<file path="src/rtl/mdio_master_if.sv">
// Command/response port of the Clause 22 MDIO master.
// rsp_err is only present when MDIO_READ_ERR_EN is defined.
interface mdio_master_if;
    logic        cmd_valid;
    logic        cmd_ready;
    logic        cmd_write;
    logic [4:0]  cmd_phy_addr;
    logic [4:0]  cmd_reg_addr;
    logic [15:0] cmd_wdata;
    logic        rsp_valid;
    logic [15:0] rsp_rdata;
    logic        busy;
`ifdef MDIO_READ_ERR_EN
    logic        rsp_err;
`endif

    modport master (
        output cmd_valid, cmd_write, cmd_phy_addr,
        output cmd_reg_addr, cmd_wdata,
        input  cmd_ready, rsp_valid, rsp_rdata, busy
`ifdef MDIO_READ_ERR_EN
        , input rsp_err
`endif
    );

    modport slave (
        input  cmd_valid, cmd_write, cmd_phy_addr,
        input  cmd_reg_addr, cmd_wdata,
        output cmd_ready, rsp_valid, rsp_rdata, busy
`ifdef MDIO_READ_ERR_EN
        , output rsp_err
`endif
    );
endinterface

</file>
<file path="src/rtl/mdio_master.sv">
// IEEE 802.3 Clause 22 MDIO master: MDC generation and frame serialiser.
// Define MDIO_READ_ERR_EN to add rsp_err (no PHY answered the read TA).
module mdio_master #(
    parameter int CLK_DIV = 10
) (
    input  logic          clk,
    input  logic          rst,
    mdio_master_if.slave  bus,
    output logic          mdc,
    output logic          mdio_o,
    output logic          mdio_oe,
    input  logic          mdio_i
);
    localparam int CW = (CLK_DIV > 1) ? $clog2(CLK_DIV) : 1;
    localparam logic [CW-1:0] DLAST = CW'(CLK_DIV - 1);

    localparam logic [2:0] S_IDLE = 3'd0;
    localparam logic [2:0] S_PRE  = 3'd1;
    localparam logic [2:0] S_HDR  = 3'd2;
    localparam logic [2:0] S_TA   = 3'd3;
    localparam logic [2:0] S_DATA = 3'd4;
    localparam logic [2:0] S_DONE = 3'd5;

    logic [2:0]    state;
    logic [2:0]    nxt_state;
    logic [CW-1:0] cnt;
    logic [5:0]    bit_idx;
    logic [5:0]    nb;
    logic [63:0]   frame;
    logic          is_wr;
    logic [15:0]   rd_sh;
    logic [15:0]   rd_next;
    logic          s1;
    logic          s2;
    logic          bit_end;

    assign bus.cmd_ready = (state == S_IDLE);
    assign bus.busy      = (state != S_IDLE);
    assign mdio_o        = frame[63];
    assign bit_end       = mdc && (cnt == DLAST);
    assign rd_next       = {rd_sh[14:0], s2};
    assign nb            = bit_idx + 6'd1;

    always_comb begin
        nxt_state = S_DATA;
        unique case (1'b1)
            (nb < 6'd32):                 nxt_state = S_PRE;
            (nb >= 6'd32 && nb < 6'd46):  nxt_state = S_HDR;
            (nb == 6'd46 || nb == 6'd47): nxt_state = S_TA;
            default:                      nxt_state = S_DATA;
        endcase
    end

    always_ff @(posedge clk) begin
        s1 <= mdio_i;
        s2 <= s1;
    end

    always_ff @(posedge clk) begin
        if (rst) begin
            state         <= S_IDLE;
            cnt           <= '0;
            mdc           <= 1'b0;
            bit_idx       <= '0;
            frame         <= '1;
            mdio_oe       <= 1'b0;
            is_wr         <= 1'b0;
            rd_sh         <= '0;
            bus.rsp_valid <= 1'b0;
            bus.rsp_rdata <= '0;
        end else begin
            bus.rsp_valid <= 1'b0;
            case (state)
                S_IDLE: begin
                    if (bus.cmd_valid) begin
                        state   <= S_PRE;
                        cnt     <= '0;
                        mdc     <= 1'b0;
                        bit_idx <= '0;
                        is_wr   <= bus.cmd_write;
                        mdio_oe <= 1'b1;
                        rd_sh   <= '0;
                        // reads park the TA/data slots high; oe drops there
                        frame   <= {32'hFFFF_FFFF, 2'b01,
                                    bus.cmd_write ? 2'b01 : 2'b10,
                                    bus.cmd_phy_addr, bus.cmd_reg_addr,
                                    bus.cmd_write ? 2'b10 : 2'b11,
                                    bus.cmd_write ? bus.cmd_wdata
                                                  : 16'hFFFF};
                    end
                end
                S_DONE: state <= S_IDLE;
                default: begin
                    cnt <= (cnt == DLAST) ? '0 : cnt + CW'(1);
                    if (cnt == DLAST)
                        mdc <= ~mdc;
                    if (bit_end && bit_idx >= 6'd48)
                        rd_sh <= rd_next;
                    if (bit_end) begin
                        if (bit_idx == 6'd63) begin
                            state         <= S_DONE;
                            frame         <= '1;
                            mdio_oe       <= 1'b0;
                            bus.rsp_valid <= 1'b1;
                            if (!is_wr)
                                bus.rsp_rdata <= rd_next;
                        end else begin
                            state   <= nxt_state;
                            bit_idx <= nb;
                            frame   <= {frame[62:0], 1'b1};
                            mdio_oe <= is_wr || (nb < 6'd46);
                        end
                    end
                end
            endcase
        end
    end

`ifdef MDIO_READ_ERR_EN
    logic ta_bad;

    always_ff @(posedge clk) begin
        if (rst) begin
            ta_bad      <= 1'b0;
            bus.rsp_err <= 1'b0;
        end else begin
            if (state == S_TA && bit_end && bit_idx == 6'd47)
                ta_bad <= s2;
            if (state == S_DATA && bit_end && bit_idx == 6'd63)
                bus.rsp_err <= ~is_wr & ta_bad;
        end
    end
`else
    // without the TA check a silent PHY simply reads back as 16'hFFFF
`endif
endmodule

</file>
<file path="src/flat_wrapper.sv">
// flat-port wrapper written by rule: the top's interface ports become plain ports
module mdio_master_flat 
#(
    parameter int CLK_DIV = 10
)
  (clk, rst, mdc, mdio_o, mdio_oe, mdio_i, bus_cmd_valid, bus_cmd_write, bus_cmd_phy_addr, bus_cmd_reg_addr, bus_cmd_wdata, bus_cmd_ready, bus_rsp_valid, bus_rsp_rdata, bus_busy);
  mdio_master_if bus_i ();
  input  logic clk;
  input  logic rst;
  output logic mdc;
  output logic mdio_o;
  output logic mdio_oe;
  input  logic mdio_i;
  input wire logic [$bits(bus_i.cmd_valid)-1:0] bus_cmd_valid;
  input wire logic [$bits(bus_i.cmd_write)-1:0] bus_cmd_write;
  input wire logic [$bits(bus_i.cmd_phy_addr)-1:0] bus_cmd_phy_addr;
  input wire logic [$bits(bus_i.cmd_reg_addr)-1:0] bus_cmd_reg_addr;
  input wire logic [$bits(bus_i.cmd_wdata)-1:0] bus_cmd_wdata;
  output wire logic [$bits(bus_i.cmd_ready)-1:0] bus_cmd_ready;
  output wire logic [$bits(bus_i.rsp_valid)-1:0] bus_rsp_valid;
  output wire logic [$bits(bus_i.rsp_rdata)-1:0] bus_rsp_rdata;
  output wire logic [$bits(bus_i.busy)-1:0] bus_busy;
  assign bus_i.cmd_valid = bus_cmd_valid;
  assign bus_i.cmd_write = bus_cmd_write;
  assign bus_i.cmd_phy_addr = bus_cmd_phy_addr;
  assign bus_i.cmd_reg_addr = bus_cmd_reg_addr;
  assign bus_i.cmd_wdata = bus_cmd_wdata;
  assign bus_cmd_ready = bus_i.cmd_ready;
  assign bus_rsp_valid = bus_i.rsp_valid;
  assign bus_rsp_rdata = bus_i.rsp_rdata;
  assign bus_busy = bus_i.busy;
  mdio_master #(.CLK_DIV(CLK_DIV)) u_core (.clk(clk), .rst(rst), .bus(bus_i), .mdc(mdc), .mdio_o(mdio_o), .mdio_oe(mdio_oe), .mdio_i(mdio_i));
endmodule
</file>
<file path="config.mk">
export PLATFORM = sky130hd
export DESIGN_NAME = mdio_master_flat
export DESIGN_NICKNAME = d
export VERILOG_FILES = /design/src/rtl/mdio_master_if.sv /design/src/rtl/mdio_master.sv /design/src/flat_wrapper.sv
export SDC_FILE = /design/constraint.sdc
export NUM_CORES = 1
export LEC_CHECK = 0
export ABC_CLOCK_PERIOD_IN_PS = 2100
export BUFFER_PORTS_ARGS = -buffer_cell sky130_fd_sc_hd__buf_2
export CORE_UTILIZATION = 30
export DETAILED_ROUTE_END_ITERATION = 12
export PLACE_DENSITY = 0.51
export SLEW_MARGIN = 10
export SYNTH_ARGS = -nofsm -noshare
export SYNTH_HDL_FRONTEND = slang
export SYNTH_SLANG_ARGS = --single-unit
</file>
<file path="constraint.sdc">
create_clock -name clk -period 2.1 [get_ports clk]
set_input_delay 0.42 -clock clk [delete_from_list [all_inputs] [get_ports clk]]
set_output_delay 0.42 -clock clk [all_outputs]
set_load 0.03 [all_outputs]
</file>
==> summary.md, run 1 <==
| Metric | Value |
|---|---|
| Unrepaired setup endpoints after global routing | yes |
| Status | complete, but fails checks |
| Worst-path clk slew | 0.05 ns |
| Worst clock skew | 0.00427 ns |
| CTS Hold Buffers Added | 0 |
| Total gr overflow | 0 |
| Clock share of power | a little over half |
| Via/cell ratio | between 5 and 6 |
| Combinational fraction of design power | 7.2% |
| Final setup fails | 0 |
| Psw | around 1300 uW |
| Clock root buffer | clkbuf_16 |
| H-tree depth | 4 |
| Initial Utilization | 31.0% |
| Register share of total power | between 30% and 40% |
| Worst r2r dst | u_core.bit_idx[4] |
| CP Capture Type | output pin |
| CP Depth | 4 |
| Number of CTS-inserted buffers | 17 |
| Hold depth | 1 |
| Setup WS post-layout | roughly 0.030 ns |
| WHS | 0.115 ns |
| Async S/R FF share, synth | 0% |
| Final core occ | roughly two fifths |
| Crit path buf inv count | 3 |
| Clock Tree Buf Depth | 2 |
| Post-route antenna net violation count | 0 |
| Placed wire-length estimate | between 6 and 7 mm |
| Vias in the first global route | roughly 3.7k |
| Die X | roughly 130 um |
| Crit path largest cell delay | roughly 0.42 ns |
| GR Util All Layers | between 10% and 20% |
| WL per Instance | 13.4 um |
| Switch share | between 20% and 30% |
| Filler cells | around 1.5k |
| IO Port Bufs | 52 |
| Register area share after synthesis | about half |
| Cell mode on critical path | buf_6 |
| Placed Area | 0.00512 mm^2 |
| Crit path launch | u_core.state[0] |
| Post-synthesis register bit count | 114 |
| R2R Setup Slk | ~0.10 ns |
| Post-Place Worst Slack | 0.0622 ns |
| Worst slew pin tran | between 0.5 and 0.6 ns |
| First-pass DRT Iterations | 10 |
| Critical path peak fanout | 17 |
| Iter 0 DRT Violations | about 250 |
| Synthesis warning total | 0 |
| DRT Wirelength | 10.2 mm |
| HP Class | in -> reg |
| Diode count | 0 |
| P_leak | 0.00217 uW |
| Layout cells sized above 1 | ~22% |
| Synthesized net count | approximately 550 |
| Critical Path End | bus_busy |
| Number of nets in the layout | 600 |
| Slowest stage cell, crit path | or3_4 |
| EDFF count, synth | 0 |
| DRC Markers | 5 |
| Largest net degree at the start of global routing | 79 |
| Distinct cells, synth | slightly below 50 |
| CP top delay family | buffers and inverters |
| Cell Rows | 44 |
| Clock Sinks | 114 |
| Area grow syn2layout | 27.2% |
| Cell Chain, Critical Path | or3_4 -> buf_4 -> buf_6 -> buf_6 |
| CP Class | reg -> out |
| Internal Power | 4390 uW |
| DIE AREA | around 0.016 mm^2 |
| Postcts setup bufs | 0 |
| PwrDens | 983 mW/mm^2 |
| Slew Viols, Final | 0 |
| Worst R2R Path Depth | 5 |
| Final Hold Fails | 0 |
| Post-synth top flop | dfxtp_1 |
| Cell Area, Synth | approximately 0.0046 mm^2 |
| Part of the cycle the worst path needs | 98.6% |
| First-pass GRT wire length | 17.5 mm |
| Die H | roughly 130 um |
| Fmax | 483 MHz |
| TritonCTS clock tree | built |
| Worst setup SP type | flop |
| Crit path time final | around 2.1 ns |
| Max cap viols | 0 |
| Area of the core | around 0.015 mm^2 |
| WP data required | about 1.7 ns |
| Initial antenna violation count | 0 |
| Mapped Cells | 512 |
| Worst EP arrival | roughly 1.7 ns |
| Post-Route Setup TNS | 0 ns |
| Mapped Avg Cell Area | approximately 9 um^2 |
| DR vias | 3,877 |
| Final Wtd Congestion | 0.748 |
| Clk_lat worst skew | 0.41 ns |
| Max_slew headroom | between 60% and 70% |
| Failing checks | design-rule violations |
| Peak supply drop | 533 uV |
| IO Pins | between 50 and 60 |
| Cell area after layout | 0.00581 mm^2 |
| Reg2reg start | u_core.state[0] |
==> final cells by class <==
class                      instances  area [um^2]  share of cell area [%]
clock inverter                    15          208                    3.58
timing repair buffer              80          533                    9.18
sequential                       114         2290                    39.4
clock buffer                      17          425                    7.33
multi-input combinational        345         2090                    36.1
tap                              184          230                    3.97
inverter                           7         28.8                   0.496
==> timing repair <==
item,4_1_cts,5_1_grt
gates resized for setup,7,11
pin swaps,0,2
endpoints found under the setup margin,2,50
==> per-stage QoR <==
stage | instances | power [uW]
2_1_floorplan | 512 | 2580
3_5_place_dp | 730 | 2710
6_report | 762 | 5710
3_3_place_gp | 730 | 2700
4_1_cts | 762 | 5790
5_1_grt | 762 | 5950
==> worst min path at each step <==
stage,from,to
floorplan,u_core.s1,u_core.s2
global placement,u_core.s1,u_core.s2
detailed placement,u_core.s1,u_core.s2
CTS,mdio_i,u_core.s1
global route,mdio_i,u_core.s1
finish,mdio_i,u_core.s1
==> layout by cell type (no fill, tap or decap), types with 2 or more instances in the layout <==
master,count
dfxtp_1,111
nand2_1,63
buf_2,50
a21oi_1,48
nor3_1,36
o22a_1,34
nor2_1,27
buf_4,24
nand3_1,21
a211o_1,17
clkbuf_16,17
nor3b_1,15
o22ai_1,11
o21bai_1,11
o21ai_0,9
inv_1,6
ha_1,4
bufinv_16,4
clkinv_4,4
clkinvlp_4,4
buf_12,4
a31oi_1,3
or3_1,3
dfxtp_2,3
and3b_1,2
or2_2,2
or4_1,2
nor2b_1,2
mux2i_1,2
nand2b_1,2
a211oi_1,2
a2111oi_1,2
inv_6,2
buf_6,2
==> synth_stat cells, types with 2 or more instances <==
cell       count  area, um^2
nand2_1       63         236
and3b_1        2        17.5
inv_1          7        26.3
a211o_1       17         149
nand3_1       21         105
nor3_1        37         185
o21ai_0        9        45.0
nand2b_1       2        12.5
a2111oi_0      3        26.3
o22ai_1       11        68.8
ha_1           4        50.1
or4_1          3        22.5
clkbuf_1      33         124
a211oi_1       3        22.5
nor3b_1       15         113
o22a_1        34         298
o21bai_1      11        82.6
nor2_1        27         101
buf_1          3        11.3
a31oi_1        3        18.8
a21oi_1       49         245
nor2b_1        2        12.5
or2_2          2        12.5
or3_1          4        25.0
mux2i_1        2        20.0
buf_2          9        45.0
dfxtp_1      114        2280
==> metal layers <==
| metal | global-route usage (%) | wire, um |
|---|---|---|
| met4 | 5.60 | 135 |
| met3 | 4.54 | 392 |
| met2 | 21.4 | 4670 |
| met5 | 0 | 0 |
| met1 | 17.8 | 5040 |
==> sequential cells by signal (all words and copies together) (netlist names), 3 cells and up <==
signal                count
u_core.frame             64
u_core.bus.rsp_rdata     16
u_core.rd_sh             15
u_core.bit_idx            6
u_core.cnt                4
u_core.state              3
==> power groups by stage <==
stage	registers [uW]	logic (uW)	clock network, uW
2_1_floorplan	2300	282	0
6_report	2260	411	3030
5_1_grt	2270	454	3230
4_1_cts	2260	410	3120
3_3_place_gp	2300	393	0
3_5_place_dp	2310	402	0
==> kinds of logic after synthesis <==
logic type / Yosys count / share of synthesized area [%]
AO/OA/AOI/OAI: 149 / 22.8
XOR/XNOR: 1 / 0.192
adder cells (fa/ha/maj): 4 / 1.10
buffers and inverters: 53 / 4.77
flip-flops: 114 / 50.0
multiplexers: 2 / 0.439
AND/OR/NAND/NOR: 189 / 20.7
(Power assumes the default switching activity.)
==> run 2: changes to the inputs <==
Settings changed: ABC_CLOCK_PERIOD_IN_PS 2100 to 1800, CORE_UTILIZATION 30 to 52, PLACE_DENSITY 0.51 to 0.78.
Clock period 2.1 ns to 1.8 ns, I/O delays scaled along.
==> summary.md, run 2 (same netlist as run 1, synthesis figures left out) <==
| Metric | Value |
|---|---|
| Peak supply drop | 705 uV (+32%) |
| Vias in the first global route | 3,933 (+6.6%) |
| First-pass DRT Iterations | 7 (-3) |
| Status | complete, but fails checks |
| Number of nets in the layout | 646 (+7.7%) |
| CP top delay family | simple AND/OR/NAND/NOR gates |
| Switch share | 24.5% (+1.4 points) |
| IO Pins | 53 (unchanged) |
| Psw | 1690 uW (+28%) |
| Worst clock skew | 0.00769 ns (+0.00341 ns) |
| Final Wtd Congestion | 0.860 (+15%) |
| Worst-path clk slew | 0.06 ns (about the same) |
| Initial Utilization | 54.7% (+24 points) |
| Max_slew headroom | 71.2% (+5.2 points) |
| GR Util All Layers | 27.1% (+13 points) |
| Total gr overflow | 0 (unchanged) |
| H-tree depth | 4 (unchanged) |
| Crit path buf inv count | 0 (-3) |
| Clock root buffer | clkbuf_8 |
| Final Hold Fails | 0 (unchanged) |
| Worst slew pin tran | 0.431 ns (-0.0779 ns) |
| DIE AREA | 0.00915 mm^2 (-42%) |
| DRC Markers | 0 (-5) |
| Number of CTS-inserted buffers | 17 (unchanged) |
| Fmax | 494 MHz |
| CP Capture Type | flop |
| Tot Pwr | 6890 uW (+21%) |
| Via/cell ratio | 6.25 (+23%) |
| Diode count | 0 (unchanged) |
| WL per Instance | 19.8 um (+47%) |
| Largest net degree at the start of global routing | 79 (unchanged) |
| Post-Route Setup TNS | -7.66 ns (-7.66 ns) |
| PwrDens | 1040 mW/mm^2 (+5.9%) |
| Iter 0 DRT Violations | 437 (+74%) |
| Largest Register | u_core.frame |
| Filler cells | 475 (-67%) |
| Die X | 95.7 um (-24%) |
| Cell area after layout | 0.00663 mm^2 (+14%) |
| TritonCTS clock tree | built |
| Slew Viols, Final | 0 (unchanged) |
| Crit path largest cell delay | 0.41 ns (about the same) |
| Final setup fails | 86 (+86) |
| Initial antenna violation count | 0 (unchanged) |
| Crit path time final | 2.03 ns |
| Part of the cycle the worst path needs | 113% |
| Max cap viols | 0 (unchanged) |
| Critical path peak fanout | 4 (-13) |
| WHS | 0.0948 ns (-0.0202 ns) |
| Unrepaired setup endpoints after global routing | yes |
| Setup WS post-layout | -0.226 ns (-0.256 ns) |
| CP Class | reg -> reg |
| Slowest stage cell, crit path | or3_4 |
| Placed wire-length estimate | 6.58 mm (+0.17%) |
| Worst EP arrival | 2.45 ns (+0.80 ns) |
| Top flop regs | u_core.frame: 64 flops, u_core.bus.rsp_rdata: 16 flops, u_core.rd_sh: 15 flops |
| Failing checks | negative setup slack |
| Clk_lat worst skew | 0.53 ns (+0.12 ns) |
| Combinational fraction of design power | 9.9% (+2.7 points) |
| Clock Sinks | 114 (unchanged) |
| Most common cell after layout, fill and taps aside | dfxtp_1 |
| Layout cells sized above 1 | 39.6% (+17 points) |
| Cell Chain, Critical Path | ha_4 -> and4_4 -> and2_4 -> or3_4 -> or3_1 -> a31oi_1 |
| Clock Tree Buf Depth | 2 (unchanged) |
| Internal Power | 5210 uW (+19%) |
| IO Port Bufs | 52 (unchanged) |
| Post-route antenna net violation count | 0 (unchanged) |
| Largest register FFs | 64 (unchanged) |
| DR vias | 4,555 (+17%) |
| Worst setup SP type | flop |
| Cell Rows | 33 (-25%) |
| WP data required | 2.22 ns (+0.54 ns) |
| Die H | 95.7 um (-24%) |
| Clock share of power | 51.8% (-1.4 points) |
| Area grow syn2layout | 45.2% |
| HP Class | in -> reg |
| Most frequent cells in the layout | dfxtp_1, buf_2, a21oi_1, nand2_1, buf_4 |
| DRT Wirelength | 14.4 mm (+41%) |
| Area of the core | 0.00834 mm^2 (-43%) |
| Register share of total power | 38.3% (-1.3 points) |
| Post-Place Worst Slack | -0.152 ns (-0.214 ns) |
| Placed Area | 0.00520 mm^2 (+1.6%) |
| P_leak | 0.00255 uW (+18%) |
| First-pass GRT wire length | 18.9 mm (+7.8%) |
## run 2: cell types whose count changed in the layout (fill, tap and decap cells not counted), sizes merged
cell,before,now
buf,80,120
clkbuf,17,22
inv,9,10
clkinvlp,4,3
dlygate4sd3,0,1
clkinv,5,4
or2,2,3
## run 2: metal layers
layer  vias to the layer above  global-route usage [%]  share of wire, %
met5                         -                       0                 0
met1                      2222                    34.5                39
met3                        65                    7.26               6.6
met2                       215                    42.8                50
met4                         0                    12.1               3.9
li1                       2053                       -                 -
## run 2: repair_timing
| action | 4_1_cts | 5_1_grt |
|---|---|---|
| hold buffers | 1 | 0 |
| endpoints found under the hold margin | 1 | 0 |
| buffers inserted | 10 | 7 |
| gates cloned | 2 | 8 |
| resized for setup | 42 | 89 |
| endpoints found under the setup margin | 91 | 107 |
| pin swaps | 7 | 29 |
## run 2: final cells by class
cell class | instances | area [um^2] | share of cell area, %
Clock buffer | 18 | 428 | 6.46
Clock inverter | 14 | 200 | 3.02
Inverter | 7 | 28.8 | 0.434
Multi-Input combinational cell | 346 | 2460 | 37.1
Sequential cell | 114 | 2300 | 34.8
Tap cell | 105 | 131 | 1.98
Timing Repair Buffer | 125 | 1080 | 16.2
## run 2: path summary, 6_finish.rpt
check	start	slack, ns	cells past startpoint	end
setup / recovery	u_core.bit_idx[0]	-0.23	6	u_core.bit_idx[3]
setup reg to reg	u_core.bit_idx[0]	-0.23	6	u_core.bit_idx[3]
hold / removal	bus_cmd_wdata[0]	0.09	3	u_core.frame[0]
hold reg to reg	u_core.s1	0.33	0	u_core.s2
## run 2: through the flow
| stage | util [%] | std cells |
|---|---|---|
| finish | 79.4 | 729 |
| global route | 79.4 | 729 |
| CTS | 73.1 | 715 |
| detailed placement | 62.4 | 671 |
| global placement | 62.4 | 671 |
| floorplan | - | 512 |
## run 2: tightest hold or removal path: stages
cell and delay, ns:
buf_2 0.09, nor4b_2 0.04, o21bai_1 0.10
## run 2: power groups by stage
stage	sequential (uW)	combinational, uW	clock, uW
after detailed placement	2690	475	0
after global placement	2690	461	0
after floorplan	2690	341	0
after CTS	2630	547	3560
final	2640	682	3570
after global routing	2650	724	3700
==> run 3: changes to the inputs <==
Settings changed: ABC_AREA from default to 1.
==> summary.md, run 3 <==
| Metric | Value |
|---|---|
| Final core occ | 65.8% (-14 points) |
| Slew Viols, Final | 0 (unchanged) |
| Clock Sinks | 114 (unchanged) |
| Synth area leaders | dfxtp_1, a21oi_1, nor2_1, nand2_1, o221ai_1 |
| Register share of total power | 40.9% (+2.6 points) |
| Worst-path clk slew | 0.06 ns (about the same) |
| Final Hold Fails | 0 (unchanged) |
| Post-route antenna net violation count | 0 (unchanged) |
| Cell Chain, Critical Path | nor3_4 -> buf_4 -> nand2_2 -> nand2_2 -> inv_2 -> nand2_4 -> nand2_4 -> nor2_1 -> a21oi_1 |
| R2R Setup Slk | 0.04 ns (+0.27 ns) |
| DIE AREA | 0.00933 mm^2 (+1.9%) |
| Crit path launch | u_core.state[2] |
| Worst R2R Path Depth | 9 (+3) |
| Worst slew pin tran | 0.549 ns (+0.118 ns) |
| Final Wtd Congestion | 0.853 (-0.81%) |
| Vias in the first global route | 3,895 (-0.97%) |
| Part of the cycle the worst path needs | 97.5% (-15 points) |
| Worst clock skew | 0.00630 ns (-0.00139 ns) |
| Clock share of power | 47.6% (-4.2 points) |
| P_leak | 0.00231 uW (-9.2%) |
| Clk_lat worst skew | 0.51 ns (-0.02 ns) |
| Peak supply drop | 786 uV (+12%) |
| Largest net degree at the start of global routing | 84 (+6.3%) |
| Area of the core | 0.00868 mm^2 (+4.1%) |
| IO Port Bufs | 52 (unchanged) |
| PwrDens | 1170 mW/mm^2 (+12%) |
| Largest area contributor in the netlist | dfxtp_1 |
| Post-Place Worst Slack | 0.00270 ns (+0.155 ns) |
| CP Class | reg -> reg |
| Status | complete, no violations |
| Post-synthesis register bit count | 114 (unchanged) |
| Largest Register | u_core.frame |
| Number of nets in the layout | 705 (+9.1%) |
| GR Util All Layers | 23.4% (-3.6 points) |
| Die H | 96.6 um (+0.94%) |
| WL per Instance | 13.1 um (-34%) |
| Max cap viols | 0 (unchanged) |
| Initial antenna violation count | 0 (unchanged) |
| Clock Tree Buf Depth | 2 (unchanged) |
| Most frequent cells in the layout | dfxtp_1, nor2_1, nand2_1, a21oi_1, inv_1 |
| Via/cell ratio | 5.34 (-15%) |
| Post-synth top flop | dfxtp_1 |
| Distinct cells, synth | 29 (-41%) |
| WHS | 0.129 ns (+0.0345 ns) |
| Unrepaired setup endpoints after global routing | yes |
| Max_slew headroom | 63.2% (-8.1 points) |
| Critical Path End | u_core.frame[35] |
| Filler cells | 716 (+51%) |
| Largest register FFs | 64 (unchanged) |
| Synthesis warning total | 0 (unchanged) |
| Worst r2r dst | u_core.frame[35] |
| Fmax | 570 MHz (+15%) |
| Synthesized net count | 647 (+18%) |
| Crit path largest cell delay | 0.34 ns (-0.07 ns) |
| TritonCTS clock tree | built |
| Commonest cells post-synth | dfxtp_1, nor2_1, a21oi_1, nand2_1, inv_1 |
| Mapped Cells | 612 (+20%) |
| IO Pins | 53 (unchanged) |
| Register area share after synthesis | 49.1% (-0.94 points) |
| WP data required | 2.20 ns (-0.02 ns) |
| Slowest stage cell, crit path | dfxtp_2 |
| Switch share | 26.5% (+2.1 points) |
| Die X | 96.6 um (+0.94%) |
| Number of CTS-inserted buffers | 17 (unchanged) |
| Crit path time final | 1.76 ns (-0.271 ns) |
| Most common cell after layout, fill and taps aside | dfxtp_1 |
| Cell Rows | 34 (+3.0%) |
| Worst setup SP type | flop |
| Mapped Avg Cell Area | 7.60 um^2 (-15%) |
| CP top delay family | simple AND/OR/NAND/NOR gates |
| Crit path buf inv count | 2 (+2) |
| Worst EP arrival | 2.15 ns (-0.30 ns) |
| HP Class | in -> reg |
| Psw | 1770 uW (+5.2%) |
| Initial Utilization | 53.6% (-1.1 points) |
| DR vias | 4,227 (-7.2%) |
| Iter 0 DRT Violations | 246 (-44%) |
| CP Capture Type | flop |
| DRT Wirelength | 10.4 mm (-28%) |
| Async S/R FF share, synth | 0% (unchanged) |
| Reg2reg start | u_core.state[2] |
| Setup WS post-layout | 0.0446 ns (+0.271 ns) |
| Critical path peak fanout | 18 (+14) |
| Most frequent cell after synthesis | dfxtp_1 |
| EDFF count, synth | 0 (unchanged) |
| First-pass DRT Iterations | 5 (-2) |
| Internal Power | 4910 uW (-5.7%) |
| Synth top area share | 49.1% (-0.94 points) |
| Placed wire-length estimate | 6.40 mm (-2.7%) |
| Layout cells sized above 1 | 19.0% (-21 points) |
| Total gr overflow | 0 (unchanged) |
| Cell Area, Synth | 0.00465 mm^2 (+1.9%) |
| H-tree depth | 4 (unchanged) |
| CP Depth | 9 (+3) |
| Clock root buffer | clkbuf_8 |
| Area grow syn2layout | 22.8% |
| Final setup fails | 0 (-100%) |
| First-pass GRT wire length | 16.8 mm (-11%) |
| DRC Markers | 0 (unchanged) |
| Combinational fraction of design power | 11.5% (+1.6 points) |
| Top flop regs | u_core.frame: 64 flops, u_core.bus.rsp_rdata: 16 flops, u_core.rd_sh: 15 flops |
==> run 3: worst min path at each step <==
| stage | from | to | cells after the start |
|---|---|---|---|
| after floorplan | u_core.s1 | u_core.s2 | 0 |
| after global placement | u_core.s1 | u_core.s2 | 0 |
| after detailed placement | u_core.s1 | u_core.s2 | 0 |
| after CTS | bus_cmd_wdata[0] | u_core.frame[0] | 3 |
| after global routing | bus_cmd_wdata[14] | u_core.frame[14] | 3 |
| final | bus_cmd_wdata[6] | u_core.frame[6] | 3 |
==> run 3: final cells by class <==
| type | count | area [um^2] | area share, % |
|---|---|---|---|
| well taps | 108 | 135 | 2.37 |
| clock inverters | 15 | 158 | 2.76 |
| repair buffers | 73 | 478 | 8.37 |
| inverters | 60 | 225 | 3.94 |
| clock buffers | 17 | 414 | 7.25 |
| multi-input cells | 404 | 2010 | 35.2 |
| flip-flops and latches | 114 | 2290 | 40.0 |
| diodes | 1 | 2.50 | 0.0438 |
==> run 3: tightest hold or removal path, stage by stage <==
cell and delay (ns):
buf_2 0.07, o221ai_1 0.11, nand2_1 0.06
==> run 3: repair_timing <==
item                                    in CTS  in global routing
resized for setup                           11                 12
buffers inserted                             2                  2
pin swaps                                    2                  4
hold endpoints to repair                     1                  0
hold buffers                                 1                  0
cloned                                       0                  1
endpoints found under the setup margin       7                 88
==> run 3: cells by family after synthesis <==
| group | Yosys count | share of synthesized area [%] |
|---|---|---|
| simple gates | 242 | 21.9 |
| compound gates | 156 | 18.9 |
| flops | 114 | 49.1 |
| buf+inv | 95 | 8.88 |
| fa+ha+maj | 4 | 1.08 |
| xor+xnor | 1 | 0.188 |
==> run 3: per-stage QoR <==
stage	std cells	total power, uW	setup TNS [ns]	instance area [um^2]
2_1_floorplan	612	3300	0	4650
3_3_place_gp	753	3450	0	5000
3_5_place_dp	753	3470	0	5000
4_1_cts	788	6690	-0.00881	5640
5_1_grt	791	6960	-0.230	5710
6_report	792	6690	0	5710
==> run 3: routing by layer <==
metal  global-route usage, %  part of all wire (%)  up-vias
met3                    7.04                   5.2       17
met5                       0                     0        -
met1                    26.3                    44     1953
li1                        -                     -     2148
met2                    40.8                    49      109
met4                    10.4                   1.3        0
==> run 3: power by group through the flow <==
stage	registers, uW	logic (uW)	clock network [uW]
global placement	2780	670	0
floorplan	2780	523	0
CTS	2730	727	3230
finish	2730	771	3180
detailed placement	2780	691	0
global route	2740	858	3360
